--- src/rtl/alu_req_scheduler_pkg.sv ---
// Shared constants for the two-port ALU request scheduler: opcodes, flag bit
// positions and FSM state encodings.
package alu_req_scheduler_pkg;

  localparam logic [2:0] OP_ADD = 3'b000;
  localparam logic [2:0] OP_SUB = 3'b001;
  localparam logic [2:0] OP_AND = 3'b010;
  localparam logic [2:0] OP_OR  = 3'b011;
  localparam logic [2:0] OP_NOT = 3'b100;
  localparam logic [2:0] OP_XOR = 3'b101;
  localparam logic [2:0] OP_NEG = 3'b110;
  localparam logic [2:0] OP_SHL = 3'b111;

  // Positions within the [0:3] flag vector.
  localparam int FLG_C = 0;
  localparam int FLG_V = 1;
  localparam int FLG_Z = 2;
  localparam int FLG_N = 3;

  localparam logic [1:0] ST_IDLE = 2'd0;
  localparam logic [1:0] ST_WAIT = 2'd1;
  localparam logic [1:0] ST_RESP = 2'd2;

endpackage

--- src/rtl/alu_req_scheduler_rr_arb2.sv ---
// Two-way round-robin grant. Purely combinational; the caller owns the
// last-served pointer (0 = port 0 served last, so port 1 has priority).
module rr_arb2 (
  input  logic valid0,
  input  logic valid1,
  input  logic last_served,
  output logic gnt0,
  output logic gnt1
);

  always_comb begin
    gnt0 = valid0 && (!valid1 || last_served);
    gnt1 = valid1 && (!valid0 || !last_served);
  end

endmodule

--- src/rtl/alu_req_scheduler.sv ---
// Shares one external combinational ALU between two requesters; one operation
// in flight at a time, fixed settle delay, per-port response handshake.
module alu_req_scheduler
  import alu_req_scheduler_pkg::*;
#(
  parameter int          WIDTH   = 4,
  parameter int          OPW     = 3,
  parameter int unsigned ALU_LAT = 1
) (
  input  logic             clk,
  input  logic             reset,
  input  logic             req0_valid,
  output logic             req0_ready,
  input  logic [0:WIDTH-1] req0_a,
  input  logic [0:WIDTH-1] req0_b,
  input  logic [0:OPW-1]   req0_op,
  input  logic             req1_valid,
  output logic             req1_ready,
  input  logic [0:WIDTH-1] req1_a,
  input  logic [0:WIDTH-1] req1_b,
  input  logic [0:OPW-1]   req1_op,
  output logic             resp0_valid,
  input  logic             resp0_ready,
  output logic             resp1_valid,
  input  logic             resp1_ready,
  output logic [0:WIDTH-1] resp_data,
  output logic [0:3]       resp_flags,
  output logic [0:WIDTH-1] alu_in1,
  output logic [0:WIDTH-1] alu_in2,
  output logic [0:OPW-1]   alu_opcode,
  input  logic [0:WIDTH-1] alu_out,
  input  logic [0:3]       alu_flags,
  output logic             busy,
  output logic [7:0]       ops_count
);

  localparam logic [2:0] LAT_INIT = 3'(ALU_LAT);

  logic [1:0]       state_q, state_d;
  logic [2:0]       cnt_q, cnt_d;
  logic             owner_q, owner_d;
  logic             ptr_q, ptr_d;
  logic [0:WIDTH-1] in1_q, in1_d, in2_q, in2_d;
  logic [0:OPW-1]   op_q, op_d;
  logic [0:WIDTH-1] data_q, data_d;
  logic [0:3]       flags_q, flags_d;
  logic [7:0]       ops_q, ops_d;
  logic             gnt0, gnt1;
  logic             owner_resp_ready;

  rr_arb2 u_arb (
    .valid0      (req0_valid),
    .valid1      (req1_valid),
    .last_served (ptr_q),
    .gnt0        (gnt0),
    .gnt1        (gnt1)
  );

  assign owner_resp_ready = owner_q ? resp1_ready : resp0_ready;

  always_comb begin
    state_d = state_q;
    cnt_d   = cnt_q;
    owner_d = owner_q;
    ptr_d   = ptr_q;
    in1_d   = in1_q;
    in2_d   = in2_q;
    op_d    = op_q;
    data_d  = data_q;
    flags_d = flags_q;
    ops_d   = ops_q;
    case (state_q)
      ST_IDLE: begin
        if (gnt0 || gnt1) begin
          in1_d   = gnt1 ? req1_a  : req0_a;
          in2_d   = gnt1 ? req1_b  : req0_b;
          op_d    = gnt1 ? req1_op : req0_op;
          owner_d = gnt1;
          cnt_d   = LAT_INIT;
          state_d = ST_WAIT;
        end
      end
      ST_WAIT: begin
        if (cnt_q == 3'd0) begin
          data_d  = alu_out;
          flags_d = alu_flags;
          state_d = ST_RESP;
        end else begin
          cnt_d = cnt_q - 3'd1;
        end
      end
      ST_RESP: begin
        // Pointer records the port just completed so the other one wins a tie.
        if (owner_resp_ready) begin
          ops_d   = ops_q + 8'd1;
          ptr_d   = owner_q;
          state_d = ST_IDLE;
        end
      end
      default: state_d = ST_IDLE;
    endcase
  end

  always_ff @(posedge clk or posedge reset) begin
    if (reset) begin
      state_q <= ST_IDLE;
      cnt_q   <= 3'd0;
      owner_q <= 1'b0;
      ptr_q   <= 1'b1;
      in1_q   <= '0;
      in2_q   <= '0;
      op_q    <= '0;
      data_q  <= '0;
      flags_q <= '0;
      ops_q   <= 8'd0;
    end else begin
      state_q <= state_d;
      cnt_q   <= cnt_d;
      owner_q <= owner_d;
      ptr_q   <= ptr_d;
      in1_q   <= in1_d;
      in2_q   <= in2_d;
      op_q    <= op_d;
      data_q  <= data_d;
      flags_q <= flags_d;
      ops_q   <= ops_d;
    end
  end

  assign req0_ready  = (state_q == ST_IDLE) && gnt0;
  assign req1_ready  = (state_q == ST_IDLE) && gnt1;
  assign resp0_valid = (state_q == ST_RESP) && !owner_q;
  assign resp1_valid = (state_q == ST_RESP) && owner_q;
  assign resp_data   = data_q;
  assign resp_flags  = flags_q;
  assign alu_in1     = in1_q;
  assign alu_in2     = in2_q;
  assign alu_opcode  = op_q;
  assign busy        = (state_q != ST_IDLE);
  assign ops_count   = ops_q;

endmodule

--- config.mk ---
export PLATFORM = sky130hd
export DESIGN_NAME = alu_req_scheduler
export DESIGN_NICKNAME = d
export VERILOG_FILES = /design/src/rtl/alu_req_scheduler_pkg.sv /design/src/rtl/alu_req_scheduler_rr_arb2.sv /design/src/rtl/alu_req_scheduler.sv
export SDC_FILE = /design/constraint.sdc
export NUM_CORES = 1
export LEC_CHECK = 0
export ABC_AREA = 1
export BUFFER_PORTS_ARGS = -buffer_cell sky130_fd_sc_hd__clkbuf_2
export CELL_PAD_IN_SITES_DETAIL_PLACEMENT = 1
export CELL_PAD_IN_SITES_GLOBAL_PLACEMENT = 1
export CORE_MARGIN = 10
export CORE_UTILIZATION = 36
export DETAILED_ROUTE_END_ITERATION = 16
export PLACE_DENSITY_LB_ADDON = 0.1
export SLEW_MARGIN = 5
export SYNTH_ARGS = -nofsm -noshare
export SYNTH_HDL_FRONTEND = slang
export SYNTH_SLANG_ARGS = --single-unit
--- constraint.sdc ---
create_clock -name clk -period 2.4 [get_ports clk]
set_clock_uncertainty 0.2 [all_clocks]
set_input_delay 0.24 -clock clk [delete_from_list [all_inputs] [get_ports clk]]
set_output_delay 0.24 -clock clk [all_outputs]
set_load 0.1 [all_outputs]
==> metrics.cfg <==
[synthesis]
synthesis.area_per_instance_um2=8.00
yosys.area.top_type=dfrtp_1
ys_ff_latch=34
synth_ff_type=dfrtp_1
netlist_area_um2=1660
ys_warn_count=0
synthArstFlopShare_pct=100
netlist_top_cells_area=dfrtp_1 50%, nand2_1 15%, nand3_1 7.2%, nor2_1 5.0%, inv_1 4.3%
synth_nets=247
yosys-top-cells-count=67 x nand2_1, 33 x dfrtp_1, 24 x nand3_1
synth.distinct_cells=21
synth_top_cell_area_share_pct=49.6
yosysMostFrequentCell=nand2_1
syn-instance-count=208
synth-seq-area-share_pct=51.2
synth_edf_count=0

[setup_path]
cp.arrival_ns=1.59
cp-startpoint=state_q[1]
critPathKind=reg -> out
critPathCapture=resp1_valid
required_ns=1.96
reg2reg_from=cnt_q[0]
r2r-end=resp_flags[2]
cp_max_fo=3
endpoint_kind=output pin
reg2reg_depth=7
crit_path_start_kind=flop
worst-r2r-setup-slack_ns=0.72

[clock_tree]
clock_path_buffers=2
ctsResizeCount=0
cts_root_buf=clkbuf_8
worstSkewPairLatency_ns=0.28
ctsHtreeMaxLevel=2
cts_num_sinks=34
cts_tree=done
cts_buffers=5
cts_setup_buffers=0
clkTransAtPathRegs_ns=0.07

[placement]
io_buffer_count=67
routabilityCongestion=0.726
place_ws_ns=0.680
hpwl_mm=3.88

[finish]
fillCellCount=568
fin_nets=339
diodes=0
finalCoreUtilization_pct=53.5
syn2layout_area_growth_pct=41.8
drive_gt1_share_pct=29.2

[floorplan]
rows=24
coreArea_um2=4410
initial_core_util_pct=37.7
die_w_um=88.0
io_pins=68
die_h_um=88.0
dieArea_um2=7740

[route]
drcViolationCount=0
via_count=1720
dr.first_iter.drc_count=63
wire_per_inst_um=15.3
ant_nets=0
via_per_inst=4.87
wl_mm=5.39
firstDrtPassIters=4

[worst_hold_path]
min_path_type=in -> reg

[sta]
slew_headroom_pct=62.6
min_period_over_period_pct=84.6
hold_viol=0
grt_setup_unrepaired=false
worstMarginPinSlew_ns=0.564
setup_viol=0
timing.fmax_mhz=492
fin_crit_ns=2.03
finalMaxSlewViolations=0
setup_slack_ns=0.369
hold-worst-slack_ns=0.0110

[global_route]
grt_max_degree=35
grt_pass1_wl_mm=9.16
grt_remaining_overflow=0
grt_pass1_vias=1917
antenna_found_initial=0
grtUsageTotal_pct=14.9

[status]
status=finished clean

[job]
cap_violations=0

## repair_timing
action                                 4_1_cts  5_1_grt
setup endpoints to repair                    0        0
endpoints found under the hold margin       51        0
hold buffers                                19        0
## state kept, by name, indices dropped and copies added (netlist names), 2 cells and up
register    flops
ops_count       8
alu_in1         4
alu_in2         4
resp_data       4
resp_flags      4
alu_opcode      3
cnt_q           3
state_q         2
## how the worst min path moves through the flow
| stage | endpoint | depth (start not counted) | slack (ns) | from |
|---|---|---|---|---|
| final | alu_in2[2] | 3 | 0.01 | req1_b[2] |
| after global routing | alu_in2[2] | 3 | 0.02 | req1_b[2] |
| after CTS | alu_in2[0] | 3 | 0.0002 | req1_b[0] |
| after detailed placement | resp_flags[2] | 3 | 0.15 | reset |
| after global placement | resp_flags[2] | 3 | 0.14 | reset |
| after floorplan | alu_in1[0] | 1 | 0.18 | reset |
## stage by stage
step | TNS (ns) | area, µm² | cells
final | 0 | 2360 | 353
after global placement | 0 | 2080 | 326
after floorplan | -0.492 | 1660 | 208
after CTS | 0 | 2360 | 353
after detailed placement | 0 | 2080 | 326
after global routing | 0 | 2360 | 353
## cells by family after synthesis
logic type	after synthesis	synth area share, %
xor+xnor	4	2.11
flops	34	51.2
compound gates	20	6.92
simple gates	120	30.2
buf+inv	27	7.29
fa+ha+maj	3	2.26
## worst max-delay path: stages, from the launching register on
cell and delay, ns:
dfrtp_1 0.36, inv_1 0.07, nor2_1 0.17, inv_1 0.12, nor2_1 0.11, clkbuf_2 0.47
## per-layer routing
layer,share of wire [%],track usage (%)
met4,1.4,6.09
met2,50,26.5
met5,0,0
met3,8.4,5.66
met1,40,15.3
## placed cells by master, fill, tap and decap left out
cell type | synthesis | layout
a31oi_1 | 11 | 11
clkbuf_1 | 0 | 1
nor2_4 | 1 | 1
clkbuf_8 | 0 | 6
buf_4 | 2 | 6
nand4_1 | 1 | 1
xor2_1 | 2 | 2
o21ai_0 | 4 | 4
nor2_1 | 22 | 22
nor2_2 | 2 | 2
nand2_1 | 67 | 67
dfstp_2 | 1 | 1
o22ai_1 | 1 | 1
clkinv_2 | 0 | 1
nand3_1 | 24 | 24
dlygate4sd3_1 | 0 | 19
o21ai_1 | 4 | 4
inv_1 | 19 | 19
nand2_2 | 3 | 3
buf_12 | 0 | 1
inv_2 | 1 | 1
xnor2_1 | 2 | 2
clkbuf_2 | 0 | 66
dfrtp_1 | 33 | 33
ha_1 | 3 | 3
## layout make-up
cell class / instances / area (µm²) / area share, %
Multi-Input combinational cell: 147 / 691 / 29.3
Clock buffer: 7 / 86.3 / 3.66
Clock inverter: 1 / 5.00 / 0.212
Timing Repair Buffer: 92 / 586 / 24.8
Tap cell: 52 / 65.1 / 2.76
Sequential cell: 34 / 852 / 36.1
Inverter: 20 / 75.1 / 3.18
Power is left out: the tool's default activity adds up to more than one toggle a clock period on the data nets, which glitch-free logic cannot reach.
